--- config.mk ---
export PLATFORM = sky130hd
export DESIGN_NAME = conv1d_2nd_ram_sequencer
export DESIGN_NICKNAME = d
export VERILOG_FILES = /design/src/rtl/conv1d_2nd_ram_sequencer_pkg.sv /design/src/rtl/conv1d_2nd_ram_sequencer_nested_counter3.sv /design/src/rtl/conv1d_2nd_ram_sequencer.sv
export SDC_FILE = /design/constraint.sdc
export NUM_CORES = 1
export LEC_CHECK = 0
export ABC_AREA = 1
export BUFFER_PORTS_ARGS = -buffer_cell sky130_fd_sc_hd__buf_4
export CAP_MARGIN = 20
export CORE_AREA = 2 2 85 87
export DETAILED_ROUTE_END_ITERATION = 10
export DIE_AREA = 0 0 87 89
export PLACE_DENSITY = 0.72
export SETUP_SLACK_MARGIN = 0.4
export SYNTH_ARGS = -nofsm -noshare
export SYNTH_HDL_FRONTEND = slang
export SYNTH_SLANG_ARGS = --single-unit
--- constraint.sdc ---
create_clock -name clk -period 4.99 [get_ports clk]
set_clock_uncertainty 0.1 [all_clocks]
set_input_delay 1.497 -clock clk [delete_from_list [all_inputs] [get_ports clk]]
set_output_delay 1.497 -clock clk [all_outputs]
set_load 0.02 [all_outputs]
--- src/rtl/conv1d_2nd_ram_sequencer_pkg.sv ---
// Shared definitions for the layer-2 data RAM sequencer.
// Holds the RAM geometry (banks, positions, filter sweeps), the counter
// widths derived from it, the terminal count values and the FSM state type.
package conv1d_2nd_ram_sequencer_pkg;

  localparam int N_DEPTH   = 8;
  localparam int N_WIDTH   = 256;
  localparam int N_FILTERS = 16;

  localparam int DEPTH_W = $clog2(N_DEPTH);
  localparam int WIDTH_W = $clog2(N_WIDTH);
  localparam int FILT_W  = $clog2(N_FILTERS);

  // Terminal counts of each loop level
  localparam logic [DEPTH_W-1:0] D_MAX = DEPTH_W'(N_DEPTH - 1);
  localparam logic [WIDTH_W-1:0] W_MAX = WIDTH_W'(N_WIDTH - 1);
  localparam logic [FILT_W-1:0]  F_MAX = FILT_W'(N_FILTERS - 1);

  typedef enum logic [1:0] {
    ST_IDLE    = 2'd0,
    ST_LOAD    = 2'd1,
    ST_COMPUTE = 2'd2,
    ST_DONE    = 2'd3
  } state_t;

endpackage

--- src/rtl/conv1d_2nd_ram_sequencer_nested_counter3.sv ---
// nested_counter3: three-level d (inner) / w / f (outer) counter.
// Ports:
//   clk, rst    : clock, asynchronous active-high reset
//   clr         : synchronous clear of all three levels (wins over adv)
//   adv         : step the count by one
//   f_en        : when low the outer level is frozen and the count is
//                 treated as a two-level d/w counter
//   d, w, f     : current count
//   d_wrap      : d is at its terminal value
//   w_wrap      : d and w are both at their terminal values
//   last        : the count is the final one of the enabled levels
module nested_counter3
  import conv1d_2nd_ram_sequencer_pkg::*;
#(
  parameter logic [DEPTH_W-1:0] D_LAST = D_MAX,
  parameter logic [WIDTH_W-1:0] W_LAST = W_MAX,
  parameter logic [FILT_W-1:0]  F_LAST = F_MAX
) (
  input  logic               clk,
  input  logic               rst,
  input  logic               clr,
  input  logic               adv,
  input  logic               f_en,
  output logic [DEPTH_W-1:0] d,
  output logic [WIDTH_W-1:0] w,
  output logic [FILT_W-1:0]  f,
  output logic               d_wrap,
  output logic               w_wrap,
  output logic               last
);

  logic [DEPTH_W-1:0] d_q, d_d;
  logic [WIDTH_W-1:0] w_q, w_d;
  logic [FILT_W-1:0]  f_q, f_d;

  always_comb begin
    d_wrap = (d_q == D_LAST);
    w_wrap = d_wrap && (w_q == W_LAST);
    last   = w_wrap && (!f_en || (f_q == F_LAST));
  end

  always_comb begin
    d_d = d_q;
    w_d = w_q;
    f_d = f_q;
    if (clr) begin
      d_d = '0;
      w_d = '0;
      f_d = '0;
    end else if (adv) begin
      if (d_wrap) begin
        d_d = '0;
        if (w_q == W_LAST) begin
          w_d = '0;
          if (f_en) begin
            f_d = (f_q == F_LAST) ? '0 : f_q + 1'b1;
          end
        end else begin
          w_d = w_q + 1'b1;
        end
      end else begin
        d_d = d_q + 1'b1;
      end
    end
  end

  always_ff @(posedge clk or posedge rst) begin
    if (rst) begin
      d_q <= '0;
      w_q <= '0;
      f_q <= '0;
    end else begin
      d_q <= d_d;
      w_q <= w_d;
      f_q <= f_d;
    end
  end

  assign d = d_q;
  assign w = w_q;
  assign f = f_q;

endmodule

--- src/rtl/conv1d_2nd_ram_sequencer.sv ---
// conv1d_2nd_ram_sequencer: loads layer-1 results into the 8-bank x 256
// position data RAM, then sweeps it once per layer-2 filter, one 3-tap
// window (w-1, w, w+1 of one bank) per read.
// Ports:
//   clk, rst            : clock (RAM samples on negedge), async active-high reset
//   start               : one-cycle pulse, only honoured in IDLE
//   wr_valid/ready/data : layer-1 word stream, transfer on valid & ready
//   ram_write_*         : registered RAM write port (enable, bank, position, data)
//   ram_read_*          : RAM read port (enable, bank, position)
//   tap_valid/ready     : tap handshake towards the MAC, transfer on valid & ready
//   tap_filter/width    : tags of the current tap
//   tap_first/last      : tap is bank 0 / bank N_DEPTH-1
//   busy, done          : not idle / one-cycle end-of-run pulse
// Handshakes: a transfer happens on every rising clk edge where valid and
// ready are both high; valid never waits on ready, and a presented tap holds
// its tags and address until it is transferred.
module conv1d_2nd_ram_sequencer
  import conv1d_2nd_ram_sequencer_pkg::*;
#(
  parameter int BIT_WIDTH = 16
) (
  input  logic                 clk,
  input  logic                 rst,
  input  logic                 start,
  input  logic                 wr_valid,
  input  logic [BIT_WIDTH-1:0] wr_data,
  output logic                 wr_ready,
  output logic                 ram_write_enable,
  output logic [DEPTH_W-1:0]   ram_write_depth,
  output logic [WIDTH_W-1:0]   ram_write_width,
  output logic [BIT_WIDTH-1:0] ram_data_in,
  output logic                 ram_read_enable,
  output logic [DEPTH_W-1:0]   ram_read_depth,
  output logic [WIDTH_W-1:0]   ram_read_width,
  output logic                 tap_valid,
  input  logic                 tap_ready,
  output logic [FILT_W-1:0]    tap_filter,
  output logic [WIDTH_W-1:0]   tap_width,
  output logic                 tap_first,
  output logic                 tap_last,
  output logic                 busy,
  output logic                 done
);

  state_t state_q, state_d;

  logic                 wr_en_q, wr_en_d;
  logic [DEPTH_W-1:0]   wr_depth_q, wr_depth_d;
  logic [WIDTH_W-1:0]   wr_width_q, wr_width_d;
  logic [BIT_WIDTH-1:0] wr_data_q, wr_data_d;

  logic                 tap_valid_q, tap_valid_d;
  logic [FILT_W-1:0]    tap_f_q, tap_f_d;
  logic [WIDTH_W-1:0]   tap_w_q, tap_w_d;
  logic [DEPTH_W-1:0]   tap_d_q, tap_d_d;
  logic                 issued_all_q, issued_all_d;

  logic [DEPTH_W-1:0] cnt_d;
  logic [WIDTH_W-1:0] cnt_w;
  logic [FILT_W-1:0]  cnt_f;
  logic               cnt_d_wrap, cnt_w_wrap, cnt_last;
  logic               cnt_clr, cnt_adv, cnt_f_en;

  logic in_load, in_comp, wr_accept, rd_active, tap_free, issue, final_tap;

  // One counter serves both phases: d/w for the load order, f/w/d for the
  // sweep. It always holds the next address to write or to issue.
  nested_counter3 u_cnt (
    .clk    (clk),
    .rst    (rst),
    .clr    (cnt_clr),
    .adv    (cnt_adv),
    .f_en   (cnt_f_en),
    .d      (cnt_d),
    .w      (cnt_w),
    .f      (cnt_f),
    .d_wrap (cnt_d_wrap),
    .w_wrap (cnt_w_wrap),
    .last   (cnt_last)
  );

  always_comb begin
    in_load   = (state_q == ST_LOAD);
    in_comp   = (state_q == ST_COMPUTE);
    wr_accept = in_load && wr_valid;
    // The last registered write is still on the RAM port during the first
    // COMPUTE cycle, so reads start one cycle later to keep the enables apart.
    rd_active = in_comp && !wr_en_q;
    tap_free  = !tap_valid_q || tap_ready;
    issue     = rd_active && tap_free && !issued_all_q;
    final_tap = tap_valid_q && tap_ready && (tap_f_q == F_MAX)
                && (tap_w_q == W_MAX) && (tap_d_q == D_MAX);

    cnt_f_en = in_comp;
    cnt_adv  = wr_accept || issue;
    cnt_clr  = ((state_q == ST_IDLE) && start) || (wr_accept && cnt_last);
  end

  // Next state
  always_comb begin
    state_d = state_q;
    case (state_q)
      ST_IDLE:    if (start) state_d = ST_LOAD;
      ST_LOAD:    if (wr_accept && cnt_last) state_d = ST_COMPUTE;
      ST_COMPUTE: if (final_tap) state_d = ST_DONE;
      ST_DONE:    state_d = ST_IDLE;
      default:    state_d = ST_IDLE;
    endcase
  end

  // Write port and tap pipeline
  always_comb begin
    wr_en_d    = wr_accept;
    wr_depth_d = wr_depth_q;
    wr_width_d = wr_width_q;
    wr_data_d  = wr_data_q;
    if (wr_accept) begin
      wr_depth_d = cnt_d;
      wr_width_d = cnt_w;
      wr_data_d  = wr_data;
    end

    tap_valid_d = tap_valid_q;
    tap_f_d     = tap_f_q;
    tap_w_d     = tap_w_q;
    tap_d_d     = tap_d_q;
    if (!in_comp) begin
      tap_valid_d = 1'b0;
    end else if (tap_free) begin
      tap_valid_d = issue;
      if (issue) begin
        tap_f_d = cnt_f;
        tap_w_d = cnt_w;
        tap_d_d = cnt_d;
      end
    end

    issued_all_d = issued_all_q;
    if (!in_comp) begin
      issued_all_d = 1'b0;
    end else if (issue && cnt_last) begin
      issued_all_d = 1'b1;
    end
  end

  always_ff @(posedge clk or posedge rst) begin
    if (rst) begin
      state_q      <= ST_IDLE;
      wr_en_q      <= 1'b0;
      wr_depth_q   <= '0;
      wr_width_q   <= '0;
      wr_data_q    <= '0;
      tap_valid_q  <= 1'b0;
      tap_f_q      <= '0;
      tap_w_q      <= '0;
      tap_d_q      <= '0;
      issued_all_q <= 1'b0;
    end else begin
      state_q      <= state_d;
      wr_en_q      <= wr_en_d;
      wr_depth_q   <= wr_depth_d;
      wr_width_q   <= wr_width_d;
      wr_data_q    <= wr_data_d;
      tap_valid_q  <= tap_valid_d;
      tap_f_q      <= tap_f_d;
      tap_w_q      <= tap_w_d;
      tap_d_q      <= tap_d_d;
      issued_all_q <= issued_all_d;
    end
  end

  // The read address must already point at the tap being stalled before the
  // RAM's negedge sample, so it selects on the live tap_ready: a free slot
  // issues the counter, a stalled tap re-reads its own address.
  always_comb begin
    ram_read_enable = rd_active;
    ram_read_depth  = '0;
    ram_read_width  = '0;
    if (rd_active) begin
      ram_read_depth = issue ? cnt_d : tap_d_q;
      ram_read_width = issue ? cnt_w : tap_w_q;
    end
  end

  assign wr_ready         = in_load;
  assign ram_write_enable = wr_en_q;
  assign ram_write_depth  = wr_depth_q;
  assign ram_write_width  = wr_width_q;
  assign ram_data_in      = wr_data_q;

  assign tap_valid  = tap_valid_q;
  assign tap_filter = tap_f_q;
  assign tap_width  = tap_w_q;
  assign tap_first  = tap_valid_q && (tap_d_q == '0);
  assign tap_last   = tap_valid_q && (tap_d_q == D_MAX);

  assign busy = (state_q != ST_IDLE);
  assign done = (state_q == ST_DONE);

endmodule

* Yosys cells after proc, flatten, opt, wreduce, memory -nomap -nowiden
Cells that the tools add are included.
** Storage, ports and cells
- Register bits after elaboration :: 62
- Bits in latches :: 0
- Memory bits (writable) :: 0
- ROM bits :: 0
- Input port bits :: 21
- Output and inout bits :: 58
- Word-level logic and storage cells :: 90
- Memories :: 0
** Operators by class
- Add/sub/neg operators :: 3
- $mul :: 0
- Divide/modulo/power cells :: 0
- Magnitude comparators :: 0
- Equality and inequality tests :: 14
- Shifts and indexed selects :: 0
- Mux-type cells :: 25
- Bitwise logic cells :: 0
- Reduce and logical (&&, ||, !) cells :: 35
** Operator list (count)
- two-way mux 8 bit :: 6
- two-way mux 4 bit :: 6
- == test 8 bit (second input constant) :: 2
- logical AND 1 bit :: 15
- two-way mux 3 bit :: 5
- nonzero test 2 bit :: 5
- adder 8 x 1 -> 8 bit (second input constant) :: 1
- == test 4 bit (second input constant) :: 2
- inequality test 2 bit (second input constant) :: 4
- one-hot mux 2 bit (4 select lines) :: 1
- == test 3 bit (second input constant) :: 2
- two-way mux 2 bit :: 3
- AND reduction 3 bit :: 2
- adder 4 x 1 -> 4 bit (second input constant) :: 1
- == test 2 bit (second input constant) :: 2
- logical NOT 1 bit :: 4
- logical OR 1 bit :: 4
- two-way mux 1 bit :: 4
- AND reduction 2 bit :: 2
- AND reduction 4 bit :: 1
- adder 3 x 1 -> 3 bit (second input constant) :: 1
- logical NOT 3 bit :: 1
- == test 2 x 1 -> 1 bit (second input constant) :: 1
- logical NOT 2 bit :: 1
- inequality test 2 x 1 -> 1 bit (second input constant) :: 1

* Longest topological paths before layout
Gate-level depths: netlist of run 1.
- Depth after elaboration :: 8
- Depth in mapped cells :: 12

* By module
A second synthesis of run 1 with hierarchy kept.
** Second synthesis, totals
- Cell total of the unflattened synthesis :: 375
- Area total of the unflattened synthesis :: 3119.2 um^2
** By module, submodules not included
- conv1d_2nd_ram_sequencer :: times used 1, cells each 257, area each 2199.6 um^2
- nested_counter3 :: times used 1, cells each 118, area each 919.6 um^2

* Worst setup path before layout of run 1
OpenSTA, ideal clock, no wires.
- Path kind :: input to output
- Start point :: input tap_ready
- End point :: output ram_read_width[1]
- Data arrival time :: 2.386 ns
- Data required time :: 3.393 ns
- Path slack :: 1.007 ns
- Stages :: 8
- Path buffers :: 1
- Path through :: inv_1 nand2_1 nand3_4 buf_2 nand2_1 o21ai_2 inv_1 nor2_1
** Between the ends
- Word-level cells in the longest chain between the ends :: 5
** Ends and longest elaborated chain
- from (decl) :: RTL line conv1d_2nd_ram_sequencer.sv:36 : input logic tap_ready,
- logical OR 1 bit :: RTL line conv1d_2nd_ram_sequencer.sv:89 : tap_free = !tap_valid_q || tap_ready;
- logical AND 1 bit (2 in series) :: RTL line conv1d_2nd_ram_sequencer.sv:90 : issue = rd_active && tap_free && !issued_all_q;
- two-way mux 8 bit
- two-way mux 8 bit :: RTL line conv1d_2nd_ram_sequencer.sv:179 : if (rd_active) begin
- to (decl) :: RTL line conv1d_2nd_ram_sequencer.sv:34 : output logic [WIDTH_W-1:0] ram_read_width,
Every way passes these cells.

* Worst setup path in the final report of run 1
- Start point :: input tap_ready
- End point :: output ram_read_width[2]
The elaborated chain is that of the path after synthesis.

==> out/qor.csv, run 1 <==
metric,value,unit
status,finished clean,
drtPass1Iterations,4,
critical_path_class,input pin to output pin,
slew_headroom,41.0,%
place_congestion,0.830,
post-dp-hpwl,4980,um
endpoint,ram_read_width[2],
layout-drive-gt1-share,29.4,%
die_x,87,um
cp_num_cells,8,
p_leak,2.05,nW
reg2reg_slack,2.64,ns
cts_buffers,9,
core,6720,um^2
cts.sinks,62,
finalPower,0.00210,W
r2r-end,u_cnt.f[0],
power_density,548,nW/um^2
tightest_slew,0.884,ns
yosys_register_bits,62,
grt_overflow_total,0,
final_max_slew_viol_count,0,
die_y,89,um
synthFlopType,dfrtp_1,
cp_slowest_cell,nand3_4,
fp.dieArea,7740,um^2
postCtsSetupBuffers,0,
grt_max_degree,44,
syn-num-nets,383,
worst_setup_path_end_kind,output pin,
postSynthAreaPerCell,8.46,um^2
setup_viol,0,
worstReg2RegStart,state_q[1],
finalInstanceArea,3830,um^2
final_util,56.9,%
antenna_found_initial,0,
vias,2474,
cellInternalPower,0.00122,W
fp-row-count,30,
worstPathMaxFanout,31,
cts_tree,built,
switching_share,41.7,%
hold_class,flip-flop to flip-flop,
cts_max_path_buffers,2,
post_cts_resized,0,
p_seq_share,35.6,%
clk_pin_slew_worst_paths,0.07,ns
yosys_warnings,0,
critPathArrivalTime,2.63,ns
top_level_ports,79,
clkLatencyLatePin,0.34,ns
p_switching,0.000874,W
grt_setup_unrepaired,false,
viasPerCell,4.77,
grt_pass1_wl,11100,um
synth_cells,353,
setup.worst_path.start_class,input pin,
grt_usage,18.5,%
nets,464,
fmax,237,MHz
wire_per_inst,13.1,um
pwr-share-clk,21.2,%
placed_area,3630,um^2
drc,0,
power_frac_comb,43.2,%
layout_commonest_cell,nand2_1,
crit_start,tap_ready,
antenna_cells,0,
hold_viol_final,0,
layout_common_cells,"125 x nand2_1, 80 x buf_4, 62 x dfrtp_1, 37 x inv_1, 31 x nor2_1",
areaGrowthSynthToFinish,28.1,%
worstPathRequired,3.39,ns
post-route-period-util,84.7,%
syn_area,2990,um^2
synthDistinctLibCells,32,
portBuffers,78,
ir_worst_vdd,0.224,mV
yosysSeqAreaShare,51.9,%
min_period,4.22,ns
critPathMaxStageDelay,0.34,ns
path_cells,"buf_4, inv_1, nand2_1, nand3_4, o21ai_2, inv_1, nor2_1, buf_4",
async_reset_ff_share,100,%
grt_pass1_vias,2395,
path_buf_inv,4,
drtIter0Drc,139,
htree_levels,3,
cts_hold_buffers,0,
initial_core_util,44.5,%
totalWireLength,6800,um
ant_nets,0,
synth_enable_flop_cells,0,
cap_violations,0,
r2r_cells,11,
final.setup.tns,0,ns
clk_root_buffer_cell,clkbuf_8,
path_delay_family,simple AND/OR/NAND/NOR gates,
==> layer usage <==
| layer | global-route usage, % | wire [um] |
|---|---|---|
| met1 | 24.1 | 2960 |
| met5 | 0 | 0 |
| met3 | 4.99 | 285 |
| met2 | 30.4 | 3490 |
| met4 | 5.82 | 61 |
==> metrics by stage <==
step | hold WS, ns | setup slack, ns | cells
2_1_floorplan | 0.371 | 1.01 | 353
3_3_place_gp | 0.364 | 0.789 | 503
3_5_place_dp | 0.367 | 0.759 | 503
4_1_cts | 0.385 | 0.754 | 519
5_1_grt | 0.407 | 0.621 | 519
6_report | 0.382 | 0.765 | 519
==> cells by family (layout without fill, tap and decap cells) <==
kind of cell / count (synthesis) / in the layout / synth area share [%]
AO/OA/AOI/OAI: 34 / 34 / 7.41
XOR/XNOR: 2 / 2 / 0.586
adder cells (fa/ha/maj): 9 / 9 / 3.77
buffers and inverters: 55 / 141 / 7.91
flip-flops: 62 / 62 / 51.9
multiplexers: 3 / 3 / 1.13
AND/OR/NAND/NOR: 188 / 188 / 27.3
==> area by class of cell <==
| cell class | count | area, um^2 |
|---|---|---|
| fillers | 633 | 2890 |
| inverters | 45 | 174 |
| multi-input cells | 236 | 1200 |
| well taps | 80 | 100 |
| clock buffers | 11 | 141 |
| clock inverters | 5 | 58.8 |
| flip-flops and latches | 62 | 1550 |
| repair buffers | 80 | 601 |
==> registers in the layout (all words and copies together), names as in the netlist <==
name	cells
issued_all_q	1
ram_data_in	16
ram_write_depth	3
ram_write_enable	1
ram_write_width	8
state_q	2
tap_d_q	3
tap_filter	4
tap_valid	1
tap_width	8
u_cnt.d	3
u_cnt.f	4
u_cnt.w	8
==> cells in the mapped netlist (all sizes together), types with 2 or more instances <==
library cell	instances	area, um^2
nor2	33	148
nand3	18	108
o21ai	28	181
mux2	3	33.8
nand2	130	510
clkinv	2	12.5
nand4	3	25.0
dfrtp	62	1550
a21oi	2	13.8
or2	2	12.5
inv	43	161
xor2	2	17.5
ha	9	113
o22ai	3	18.8
buf	6	47.5
clkbuf	4	15.0
==> worst min path at each step <==
stage                         start               to  slack [ns]  cells after the start
global route        ram_data_in[14]  ram_data_in[14]        0.41                      2
global placement     ram_data_in[1]   ram_data_in[1]        0.36                      2
finish               ram_data_in[2]   ram_data_in[2]        0.38                      2
detailed placement   ram_data_in[2]   ram_data_in[2]        0.37                      2
CTS                  ram_data_in[2]   ram_data_in[2]        0.39                      2
floorplan                u_cnt.w[5]       u_cnt.w[5]        0.37                      2
==> power by group through the flow <==
stage	clock network [W]	registers (W)	logic [W]
global route	0.000478	0.000765	0.00101
finish	0.000443	0.000747	0.000906
CTS	0.000455	0.000747	0.000914
floorplan	0	0.000865	0.000487
global placement	0	0.000753	0.000896
detailed placement	0	0.000756	0.000911
==> worst reg2reg max path, delay by kind of cell, from the launching register on <==
family	cells	cell delay, ns
adder cells (fa/ha/maj)	1	0.23
buffers and inverters	4	0.89
flip-flops	1	0.41
AND/OR/NAND/NOR	6	0.63
Note: power is estimated with default switching activity, not from simulation.
==> inputs of run 2 (changes only) <==
- PLACE_DENSITY: 0.72 -> 0.75
- clock period: 4.99 -> 3.4 ns (I/O delays scaled with it)
==> run 2 against run 1 <==
  * Via count increased by 6.0%
  * Utilization up 4.3 points
  * Cell count rose by 3.3%
  * Sequential share of layout area shrank 2.8 points
  * Power up 61%
  * Critical endpoint is now ram_read_depth[0]
  * Largest cell class unchanged
==> out/qor.csv, run 2 (synthesis gave the netlist of run 1 again) <==
metric,value,unit,change
final_max_slew_viol_count,0,,unchanged
grt_pass1_vias,2485,,"was 2,395"
setup_viol,0,,unchanged
cts_buffers,9,,unchanged
antenna_found_initial,0,,unchanged
use_met1,25.1,%,was 24.1%
drtPass1Iterations,4,,unchanged
drc,0,,unchanged
grt_max_degree,39,,was 44
pwr-share-clk,19.7,%,was 21.2%
fp-row-count,30,,unchanged
top_usage_layer,met2,,unchanged
die_y,89,um,unchanged
final.setup.tns,0,ns,unchanged
finalInstanceArea,4120,um^2,was 3830 um^2
worstReg2RegStart,state_q[0],,was state_q[1]
layout_common_cells,"121 x nand2_1, 87 x buf_4, 61 x dfrtp_1, 34 x inv_1, 20 x nor2_1",,"was 125 x nand2_1, 80 x buf_4, 62 x dfrtp_1, 37 x inv_1, 31 x nor2_1"
largest_reg_flops,16,,unchanged
viasPerCell,4.89,,was 4.77
power_frac_comb,47.4,%,was 43.2%
nets,481,,was 464
clk_root_buffer_cell,clkbuf_8,,unchanged
totalWireLength,7440,um,was 6800 um
fmax,334,MHz,
cellInternalPower,0.00197,W,was 0.00122 W
critical_path_class,input pin to output pin,,unchanged
fp.dieArea,7740,um^2,unchanged
worst_setup_path_end_kind,output pin,,unchanged
post-route-period-util,88.2,%,
top_level_ports,79,,unchanged
placed_area,3670,um^2,was 3630 um^2
core,6720,um^2,unchanged
clk_pin_slew_worst_paths,0.07,ns,about the same
place_congestion,0.866,,was 0.830
power_density,818,nW/um^2,was 548 nW/um^2
nFillCells,560,,was 633
cap_violations,0,,unchanged
r2r-end,u_cnt.f[2],,was u_cnt.f[0]
p_leak,2.15,nW,was 2.05 nW
critPathArrivalTime,1.88,ns,was 2.63 ns
vias,2623,,"was 2,474"
worstPathRequired,2.28,ns,was 3.39 ns
gr-usage-met2,32.7,%,was 30.4%
p_seq_share,32.9,%,was 35.6%
reg2reg_slack,1.17,ns,was 2.64 ns
worstPathMaxFanout,6,,was 31
clkLatencyLatePin,0.33,ns,was 0.34 ns
min_period,3.00,ns,
areaGrowthSynthToFinish,37.7,%,was 28.1%
ant_nets,0,,unchanged
portBuffers,78,,unchanged
setup.worst_path.start_class,input pin,,unchanged
cts_tree,built,,unchanged
p_switching,0.00140,W,was 0.000874 W
initial_core_util,44.5,%,unchanged
cts_max_path_buffers,2,,unchanged
cts.sinks,62,,unchanged
hold_viol_final,0,,unchanged
grt_setup_unrepaired,true,,was false
hold_class,flip-flop to flip-flop,,unchanged
wire_per_inst,13.9,um,was 13.1 um
grt_pass1_wl,11800,um,"was 11,100 um"
switching_share,41.6,%,was 41.7%
status,finished clean,,unchanged
post-dp-hpwl,5070,um,was 4980 um
tightest_slew,0.449,ns,was 0.884 ns
layout_commonest_cell,nand2_1,,unchanged
use_met3,4.43,%,was 4.99%
antenna_cells,0,,unchanged
ir_worst_vdd,0.269,mV,was 0.224 mV
cts_hold_buffers,0,,unchanged
endpoint,ram_read_depth[0],,was ram_read_width[2]
r2r_cells,12,,was 11
crit_start,tap_ready,,unchanged
slew_headroom,70.0,%,was 41.0%
die_x,87,um,unchanged
grt_overflow_total,0,,unchanged
drtIter0Drc,148,,was 139
layout-drive-gt1-share,36.4,%,was 29.4%
grt_usage,19.7,%,was 18.5%
htree_levels,3,,unchanged
[run 2: what timing repair did]
item | 4_1_cts | 5_1_grt
gates resized for setup | 13 | 14
setup endpoints to repair | 11 | 11
setup buffers | 8 | 3
cloned | 3 | 0
pin swaps | 5 | 10
[run 2: cell type report]
type | instances | area (um^2) | share of cell area (%)
Multi-Input combinational cell | 239 | 1320 | 32.2
Inverter | 45 | 185 | 4.50
Sequential cell | 62 | 1550 | 37.7
Timing Repair Buffer | 94 | 753 | 18.3
Tap cell | 80 | 100 | 2.43
Clock buffer | 12 | 155 | 3.77
Clock inverter | 4 | 45.0 | 1.09
[run 2: power groups by stage]
stage                     sequential (W)  combinational [W]  clock [W]
after floorplan                  0.00127           0.000730          0
after global placement           0.00110            0.00134          0
after detailed placement         0.00111            0.00137          0
after CTS                        0.00110            0.00153   0.000667
after global routing             0.00113            0.00173   0.000705
final                            0.00111            0.00160   0.000664
[run 2: metal layers]
| metal | share of wire, % | wire length (um) |
|---|---|---|
| met5 | 0 | 0 |
| met4 | 2.5 | 184 |
| met3 | 4.5 | 338 |
| met2 | 51 | 3770 |
| met1 | 42 | 3140 |
[run 2: critical path: stages]
cell     delay (ns)
buf_8          0.10
inv_4          0.06
nand2_8        0.07
nand3_2        0.16
nand2_1        0.09
o21ai_2        0.07
inv_1          0.07
nor2_2         0.12
buf_6          0.12
[run 2: metrics by stage]
stage / utilization [%] / total power [W] / worst slack [ns] / hold slack [ns] / instances
6_report: 61.2 / 0.00337 / 0.402 / 0.382 / 536
5_1_grt: 61.2 / 0.00357 / 0.316 / 0.407 / 536
4_1_cts: 60.0 / 0.00330 / 0.394 / 0.386 / 533
2_1_floorplan: - / 0.00200 / 0.405 / 0.371 / 353
3_5_place_dp: 54.6 / 0.00248 / 0.229 / 0.371 / 506
3_3_place_gp: 54.6 / 0.00244 / 0.257 / 0.365 / 506
[run 2: worst min path at each step]
stage                          from         endpoint  slack, ns  cells after the start
finish              ram_data_in[12]  ram_data_in[12]       0.38                      2
global route        ram_data_in[12]  ram_data_in[12]       0.41                      2
CTS                 ram_data_in[10]  ram_data_in[10]       0.39                      2
detailed placement  ram_data_in[10]  ram_data_in[10]       0.37                      2
global placement     ram_data_in[7]   ram_data_in[7]       0.36                      2
floorplan                u_cnt.w[5]       u_cnt.w[5]       0.37                      2
